<file path="src/rtl/skew_feeder.sv">
// Tile-vector feeder for the systolic array input skew chain: buffers DEPTH
// packed N-lane vectors, streams len of them on start, then appends N-1 zero vectors.
module skew_feeder #(
    parameter int DATA_WIDTH = 16,
    parameter int N          = 16,
    parameter int DEPTH      = 16,
    parameter int ADDR_WIDTH = 4
) (
    input  logic                    clk,
    input  logic                    rst_n,
    input  logic                    wr_en,
    input  logic [ADDR_WIDTH-1:0]   wr_addr,
    input  logic [DATA_WIDTH*N-1:0] wr_data,
    input  logic                    start,
    input  logic [ADDR_WIDTH:0]     len,
    input  logic                    hold,
    output logic [DATA_WIDTH*N-1:0] packed_dout,
    output logic                    skew_en,
    output logic                    busy,
    output logic                    done,
    output logic                    err
);

    localparam int VW = DATA_WIDTH * N;
    localparam int FW = (N > 2) ? $clog2(N - 1) : 1;
    localparam logic [FW-1:0]       FLUSH_LAST = FW'((N > 1) ? (N - 2) : 0);
    localparam logic [ADDR_WIDTH:0] DEPTH_L    = (ADDR_WIDTH + 1)'(DEPTH);

    typedef enum logic [1:0] {
        ST_IDLE   = 2'd0,
        ST_STREAM = 2'd1,
        ST_FLUSH  = 2'd2,
        ST_DONE   = 2'd3
    } state_t;

    logic [VW-1:0]         mem_r [DEPTH];
    state_t                state_r, state_nxt_s;
    logic [ADDR_WIDTH-1:0] idx_r, idx_nxt_s;
    logic [ADDR_WIDTH-1:0] len_m1_r, len_m1_nxt_s;
    logic [FW-1:0]         fcnt_r, fcnt_nxt_s;
    logic [VW-1:0]         dout_r, dout_nxt_s;
    logic                  skew_en_r, skew_en_nxt_s;
    logic                  busy_r, busy_nxt_s;
    logic                  done_r, done_nxt_s;
    logic                  err_r, err_nxt_s;
    logic                  err_pend_r, err_pend_nxt_s;
    logic                  start_acc_s;
    logic                  len_ok_s;
    logic                  wr_commit_s;
    logic [VW-1:0]         rd_data_s;

    assign len_ok_s    = (len != {(ADDR_WIDTH + 1){1'b0}}) && (len <= DEPTH_L);
    assign rd_data_s   = mem_r[idx_r];
    // busy_r is the registered busy output, so writes follow exactly what the loader sees
    assign wr_commit_s = wr_en && !busy_r && !start_acc_s;

    assign packed_dout = dout_r;
    assign skew_en     = skew_en_r;
    assign busy        = busy_r;
    assign done        = done_r;
    assign err         = err_r;

    // Tile buffer storage, deliberately left unreset
    always_ff @(posedge clk) begin
        if (wr_commit_s) begin
            mem_r[wr_addr] <= wr_data;
        end
    end

    // Next-state and next-output logic; outputs for an edge are decided by the state before it
    always_comb begin
        state_nxt_s    = state_r;
        idx_nxt_s      = idx_r;
        len_m1_nxt_s   = len_m1_r;
        fcnt_nxt_s     = fcnt_r;
        dout_nxt_s     = dout_r;
        skew_en_nxt_s  = 1'b0;
        busy_nxt_s     = 1'b1;
        done_nxt_s     = 1'b0;
        err_nxt_s      = err_pend_r;
        err_pend_nxt_s = 1'b0;
        start_acc_s    = 1'b0;
        case (state_r)
            ST_IDLE: begin
                dout_nxt_s = {VW{1'b0}};
                busy_nxt_s = 1'b0;
                idx_nxt_s  = {ADDR_WIDTH{1'b0}};
                fcnt_nxt_s = {FW{1'b0}};
                if (start) begin
                    if (len_ok_s) begin
                        start_acc_s  = 1'b1;
                        state_nxt_s  = ST_STREAM;
                        len_m1_nxt_s = len[ADDR_WIDTH-1:0] - ADDR_WIDTH'(1);
                    end else begin
                        err_pend_nxt_s = 1'b1;
                    end
                end else begin
                    state_nxt_s = ST_IDLE;
                end
            end
            ST_STREAM: begin
                if (hold) begin
                    dout_nxt_s = dout_r;
                end else begin
                    dout_nxt_s    = rd_data_s;
                    skew_en_nxt_s = 1'b1;
                    if (idx_r == len_m1_r) begin
                        idx_nxt_s   = {ADDR_WIDTH{1'b0}};
                        state_nxt_s = (N == 1) ? ST_DONE : ST_FLUSH;
                    end else begin
                        idx_nxt_s = idx_r + ADDR_WIDTH'(1);
                    end
                end
            end
            ST_FLUSH: begin
                if (hold) begin
                    dout_nxt_s = dout_r;
                end else begin
                    dout_nxt_s    = {VW{1'b0}};
                    skew_en_nxt_s = 1'b1;
                    if (fcnt_r == FLUSH_LAST) begin
                        fcnt_nxt_s  = {FW{1'b0}};
                        state_nxt_s = ST_DONE;
                    end else begin
                        fcnt_nxt_s = fcnt_r + FW'(1);
                    end
                end
            end
            ST_DONE: begin
                dout_nxt_s  = {VW{1'b0}};
                done_nxt_s  = 1'b1;
                state_nxt_s = ST_IDLE;
            end
            default: begin
                dout_nxt_s  = {VW{1'b0}};
                busy_nxt_s  = 1'b0;
                state_nxt_s = ST_IDLE;
            end
        endcase
    end

    // State, counters and registered outputs
    always_ff @(posedge clk or negedge rst_n) begin
        if (!rst_n) begin
            state_r    <= ST_IDLE;
            idx_r      <= {ADDR_WIDTH{1'b0}};
            len_m1_r   <= {ADDR_WIDTH{1'b0}};
            fcnt_r     <= {FW{1'b0}};
            dout_r     <= {VW{1'b0}};
            skew_en_r  <= 1'b0;
            busy_r     <= 1'b0;
            done_r     <= 1'b0;
            err_r      <= 1'b0;
            err_pend_r <= 1'b0;
        end else begin
            state_r    <= state_nxt_s;
            idx_r      <= idx_nxt_s;
            len_m1_r   <= len_m1_nxt_s;
            fcnt_r     <= fcnt_nxt_s;
            dout_r     <= dout_nxt_s;
            skew_en_r  <= skew_en_nxt_s;
            busy_r     <= busy_nxt_s;
            done_r     <= done_nxt_s;
            err_r      <= err_nxt_s;
            err_pend_r <= err_pend_nxt_s;
        end
    end

endmodule

</file>
<file path="config.mk">
export PLATFORM = sky130hd
export DESIGN_NAME = skew_feeder
export DESIGN_NICKNAME = d
export VERILOG_FILES = /design/src/rtl/skew_feeder.sv
export SDC_FILE = /design/constraint.sdc
export NUM_CORES = 2
export LEC_CHECK = 0
export BUFFER_PORTS_ARGS = -buffer_cell sky130_fd_sc_hd__buf_2
export CORE_AREA = 2 2 752 754
export DETAILED_ROUTE_END_ITERATION = 10
export DIE_AREA = 0 0 754 756
export GPL_TIMING_DRIVEN = 0
export PLACE_DENSITY = 0.49
export SLEW_MARGIN = 20
export SYNTH_ARGS = -nofsm -noshare
export SYNTH_HDL_FRONTEND = slang
export SYNTH_SLANG_ARGS = --single-unit
</file>
<file path="constraint.sdc">
create_clock -name clk -period 38.6 [get_ports clk]
set_clock_uncertainty 0.1 [all_clocks]
set_input_delay 0 -clock clk [delete_from_list [all_inputs] [get_ports clk]]
set_output_delay 0 -clock clk [all_outputs]
set_load 0.03 [all_outputs]
</file>
======== Yosys cells after proc, flatten, opt, wreduce, memory -nomap -nowiden ========
Memory sizes are Yosys's and may differ from the RTL's.
Cells that the tools add are included.
storage, ports and cells
  ROM bits ................................ 0
  output and inout port bits .............. 260
  input bits .............................. 270
  flip-flop bits (word level) ............. 275
  RAM bits ................................ 4096
  memories kept ........................... 1
  latch bits .............................. 0
cells by class
  equal/unequal tests ..................... 10
  shift-type cells ........................ 0
  divide/modulo/power cells ............... 0
  multipliers ............................. 0
  magnitude comparators ................... 1
  add/subtract/negate cells ............... 3
  reductions and logical operators ........ 16
  muxes and demuxes ....................... 28
  bitwise operators ....................... 0
memories
  memory  depth  width  rd ports  clocked after memory_dff  write ports  RTL line  text
  mem_r   16     256    1         0                         1            36        logic [VW-1:0] mem_r [DEPTH];
operator list
  cell                                              number
  case mux 256 bit (3 select lines)                 1
  two-way mux 256 bit                               2
  two-way mux 4 bit                                 4
  case mux 4 bit (2 select lines)                   2
  two-way mux 1 bit                                 12
  two-way mux 2 bit                                 6
  adder 4 x 1 -> 4 bit, second input constant       2
  inequality test 2 bit, second input constant      4
  case mux 2 bit (4 select lines)                   1
  AND reduction 2 bit                               3
  <= comparator 5 bit, second input constant        1
  AND reduction 5 bit                               1
  nonzero test 5 bit                                1
  == test 2 bit, second input constant              2
  == test 4 bit                                     1
  == test 4 bit, second input constant              1
  nonzero test 2 bit                                2
  OR reduction 2 bit                                2
  subtractor 4 x 1 -> 4 bit, second input constant  1
  logical AND 1 bit                                 3
  inequality test 3 bit, second input constant      1
  AND reduction 3 bit                               1
  == test 2 x 1 -> 1 bit, second input constant     1
  logical NOT 1 bit                                 2
  logical NOT 2 bit                                 1

======== Logic depth before layout (Yosys ltp) ========
  depth after elaboration ................. 9
  gate-level depth with buffers ........... 8
  gate-level depth less buffers ........... 6

======== Worst setup path after synthesis ========
No wires, ideal clock.
  path kind ............................... register to register
  start point ............................. register state_r[0]
  end point ............................... memory mem_r[0][0] (netlist name) (enable)
  period minus slack after synthesis ...... 26880 ps
  cell stages (with the launch flop) ...... 7
  slack ................................... 11720 ps
  setup time .............................. 1528 ps
  path buffers ............................ 1
  data arrival time ....................... 25252 ps
  cells stage by stage .................... dfrtp_1 inv_1 ha_1 nand2_1 nor2_1 clkbuf_1 nor4_1
between the ends
  word-level cells in the longest chain between the ends .. 6
RTL lines
  item                                     RTL line  text
  start: declaration                       37        state_t state_r, state_nxt_s;
  start signal: assignment                 156       state_r <= state_nxt_s;
  logical NOT 2 bit                        83        case (state_r)
  two-way mux 1 bit                        83
  logical NOT 1 bit                        55        assign wr_commit_s = wr_en && !busy_r && !start_acc_s;
  logical AND 1 bit                        55
  two-way mux 1 bit                        65        if (wr_commit_s) begin
  two-way mux 1 bit (not written as such)  66        mem_r[wr_addr] <= wr_data;
  end: declaration                         36
Every way passes these cells.

======== Worst setup path in the final report ========
  start point ............................. input len[0]
  end point ............................... memory mem_r[0][72] (netlist name) (enable)
between the ends
  word-level cells in the longest chain between the ends .. 9
  elaborated cells on any way between the ends .. 10
  those cells by class .................... order compare (1); mux (5); reduce/logical (4)
RTL lines
  item                                                       RTL line  text
  start: declaration                                         15        input logic [ADDR_WIDTH:0] len,
  <= comparator 5 bit or nonzero test 5 bit (tied branches)  52        assign len_ok_s = (len != {(ADDR_WIDTH + 1){1'b0}}) && (len <= DEPTH_L);
  logical AND 1 bit *                                        52
  two-way mux 1 bit *                                        90        if (len_ok_s) begin
  two-way mux 1 bit *                                        89        if (start) begin
  two-way mux 1 bit *                                        83
  logical NOT 1 bit *                                        55
  logical AND 1 bit *                                        55
  two-way mux 1 bit *                                        65
  two-way mux 1 bit (not written as such) *                  66
Every way passes the cells marked *; elsewhere a longest branch is shown, timed or not.

==> impl_metrics.yaml <==
run_status:
  status: "finished clean"
yosys:
  synth_fa_ha_area_frac: 0.0006932
  synth_cells: 6926
  yosysUniqueCellTypes: 42
  synth_most_common_cell: "edfxtp_1"
  ys_dominant_reg_cell: "edfxtp_1"
  synth_seq_cells: 4371
  synth_compound_area_frac: 0.03734
  yosysWarnings: 0
  async_flop_share: 0.06291
  synth-simple-area-share: 0.007563
  synth_edf_count: 4096
  synthMuxAreaShare: 0.1424
  syn_area_mm2: 0.1625
  syn_nets: 7205
  synth_top_family_by_area: "multiplexers"
  synth.avg_cell_area_um2: 23.46
  synth_top_area_cell: "edfxtp_1"
  synth_top_area_frac: 0.7571
  yosysSeqAreaShare: 0.7995
  netlist_top_cells_count: "edfxtp_1, mux4_2, dfrtp_1"
  synth_area_leaders: "edfxtp_1, mux4_2, dfrtp_1"
  synth_xor_area_frac: 0.0004313
sta:
  period_minus_slack_ns: 6.686
  setup_tns_ns: 0
  setup_viol: 0
  drv_slew: 0
  fin_ws_ns: 31.91
  fin_crit_sh: 0.1732
  rsz0062_at_grt: "no"
  relSlewSlack: 0.2338
  hold_viol: 0
  worst_pin_slew_ns: 1.149
  max_freq_mhz: 149.6
layout:
  layout.nets: 9414
  regArea_mm2: 0.1299
  area_delta_synth_final_pct: 24.71
  num-fill-cells: 51715
  multi_input_area_mm2: 0.03070
  drive_gt1_frac: 0.3226
  fin_util: 0.3601
clocking:
  cts_tree: "yes"
  htree_levels: 5
  numClockSinks: 4371
  clk-insertion-delay-late_ns: 1.01
  cts_inserted_buffers: 459
  path_clk_slew_ns: 0.06
  root_buffer: "clkbuf_16"
  cts.path.max_buffers: 4
  postCtsSetupRepairBufs: 0
global_routing:
  grt_pass1_vias: 86258
  grt_max_degree: 70
  grt_pass1_wl_um: 686000
  grt.overflow.total: 0
  gr-usage-all-layers: 0.1689
  antenna_found_initial: 127
pwr:
  ir_drop_mv: 0.04534
  p_switching_mw: 3.094
  power_frac_comb: 0.152
  sequentialPowerShare: 0.465
  powerDensity_mw_per_mm2: 57.60
  power.share.clock: 0.383
  internal_power_mw: 8.575
  switching_share: 0.2651
  p_leak_nw: 65.38
routing:
  drt_wl_total_um: 494300
  drt_first_pass_iters: 5
  ant_nets: 0
  initialDrtViolationCount: 8120
  drc: 0
  post_drt_wl_per_cell_um: 28.92
  routed_via_density: 4.875
  route.vias.total: 83314
placement:
  place_congestion: 0.7092
  numPortBuffers: 529
  dp_hpwl_um: 340500
  dpl_worst_slack_ns: 32.89
min_path:
  worst_hold_path_type: "input pin to flip-flop"
  worstHoldStart: "hold"
worst_setup_path:
  cp-end-kind: "flip-flop"
  path_max_fanout: 10
  critPathRequiredTime_ns: 39.19
  cp.arrival_ns: 7.27
  critPathKind: "input pin to flip-flop"
  slowest_stage: "dlygate4sd3_1"
  path_common_cell: "buf_2"
  start_kind: "input pin"
  r2r_start: "state_r[0]"
  crit_start: "len[0]"
  slowest_delay_ns: 0.65
die:
  initial_utilization: 0.2888
  core_area_mm2: 0.5625
  io_pins: 530
  die_area_mm2: 0.5700
  rows: 276
  die_height_um: 756
  fp.dieW_um: 754
job:
  cap_violations: 0
==> stage by stage <==
step	total power [mW]	hold WS, ns	cells	area (um2)
after floorplan	6.550	-0.3956	6926	162500
after global placement	7.333	0.2413	14961	174500
after detailed placement	7.293	-0.05171	15629	181700
after CTS	11.83	0.01763	17046	202500
after global routing	12.08	0.1135	17054	202500
final	11.67	0.1607	17089	202600
==> worst max-delay path, delay by kind of cell <==
family	cells	cell delay, ns
buffers and inverters	21	5.86
and+or+nand+nor	3	0.78
xor gates and xnor gates	1	0.41
adders and majority gates	1	0.18
==> cell type report <==
class	instances	share of cell area
Antenna cell	42	0.0005188
Sequential cell	4371	0.6411
Clock inverter	225	0.01229
Inverter	7	0.0001297
Multi-Input combinational cell	2145	0.1516
Tap cell	7506	0.04636
Buffer	403	0.009783
Timing Repair Buffer	1748	0.07525
Clock buffer	642	0.06303
==> layer usage <==
layer	track usage	wire length (um)
met1	0.2256	206500
met2	0.2804	239600
met3	0.03704	34740
met4	0.04233	13270
met5	0	188
==> final timing paths <==
check / to / slack [ns] / depth (start not counted)
setup / recovery: mem_r[0][72] / 31.91 / 26
hold / removal: skew_en / 0.16 / 4
setup reg to reg: mem_r[0][72] / 31.92 / 22
hold reg to reg: err / 0.27 / 0
max in group asynchronous: packed_dout[79] / 36.46 / 7
min in group asynchronous: packed_dout[185] / 0.62 / 5
==> registers in the layout, summed over array words and instances, names as in the netlist <==
signal       flops
state_r          2
busy             1
done             1
err_nxt_s        1
len_m1_r         4
err              1
skew_en          1
idx_r            4
packed_dout    256
fcnt_r           4
mem_r         4096
==> power groups by stage <==
stage	sequential, mW	combinational [mW]	clock (mW)
finish	5.43	1.78	4.46
global route	5.45	1.89	4.74
CTS	5.43	1.82	4.57
detailed placement	5.53	1.76	0
global placement	5.63	1.70	0
floorplan	5.75	0.801	0
==> logic make-up (layout without fill, tap and decap cells) <==
family | Yosys count | count (layout)
xor gates and xnor gates | 8 | 8
and+or+nand+nor | 306 | 306
DFF | 4371 | 4371
other | 0 | 42
AOI/OAI and AO/OA | 792 | 792
adders and majority gates | 9 | 9
muxes | 1030 | 1030
buffers and inverters | 410 | 3025
==> placed cells by master, fill, tap and decap left out, drive strengths merged, types with 2 or more instances in the layout <==
master and n:
nand2 266, mux2 6, edfxtp 4096, nor4 2
a221oi 256, buf 1377, a21oi 2, nor2b 3
dlygate4sd3 549, o21ai 265, nor4bb 2, nand3 2
nor3 9, nor2 11, nand2b 3, xor2 7
dfrtp 275, bufinv 42, o31ai 3, a22o 258
clkinv 152, mux4 1024, nor3b 2, ha 9
clkinvlp 12, clkbuf 867, inv 26, o22ai 2
nor4b 2, diode 42
==> timing repair <==
action | 4_1_cts | 5_1_grt
gates resized for setup | 0 | 0
endpoints found under the hold margin | 5203 | 0
hold buffers | 550 | 0
Power figures use the tool's default switching activity.
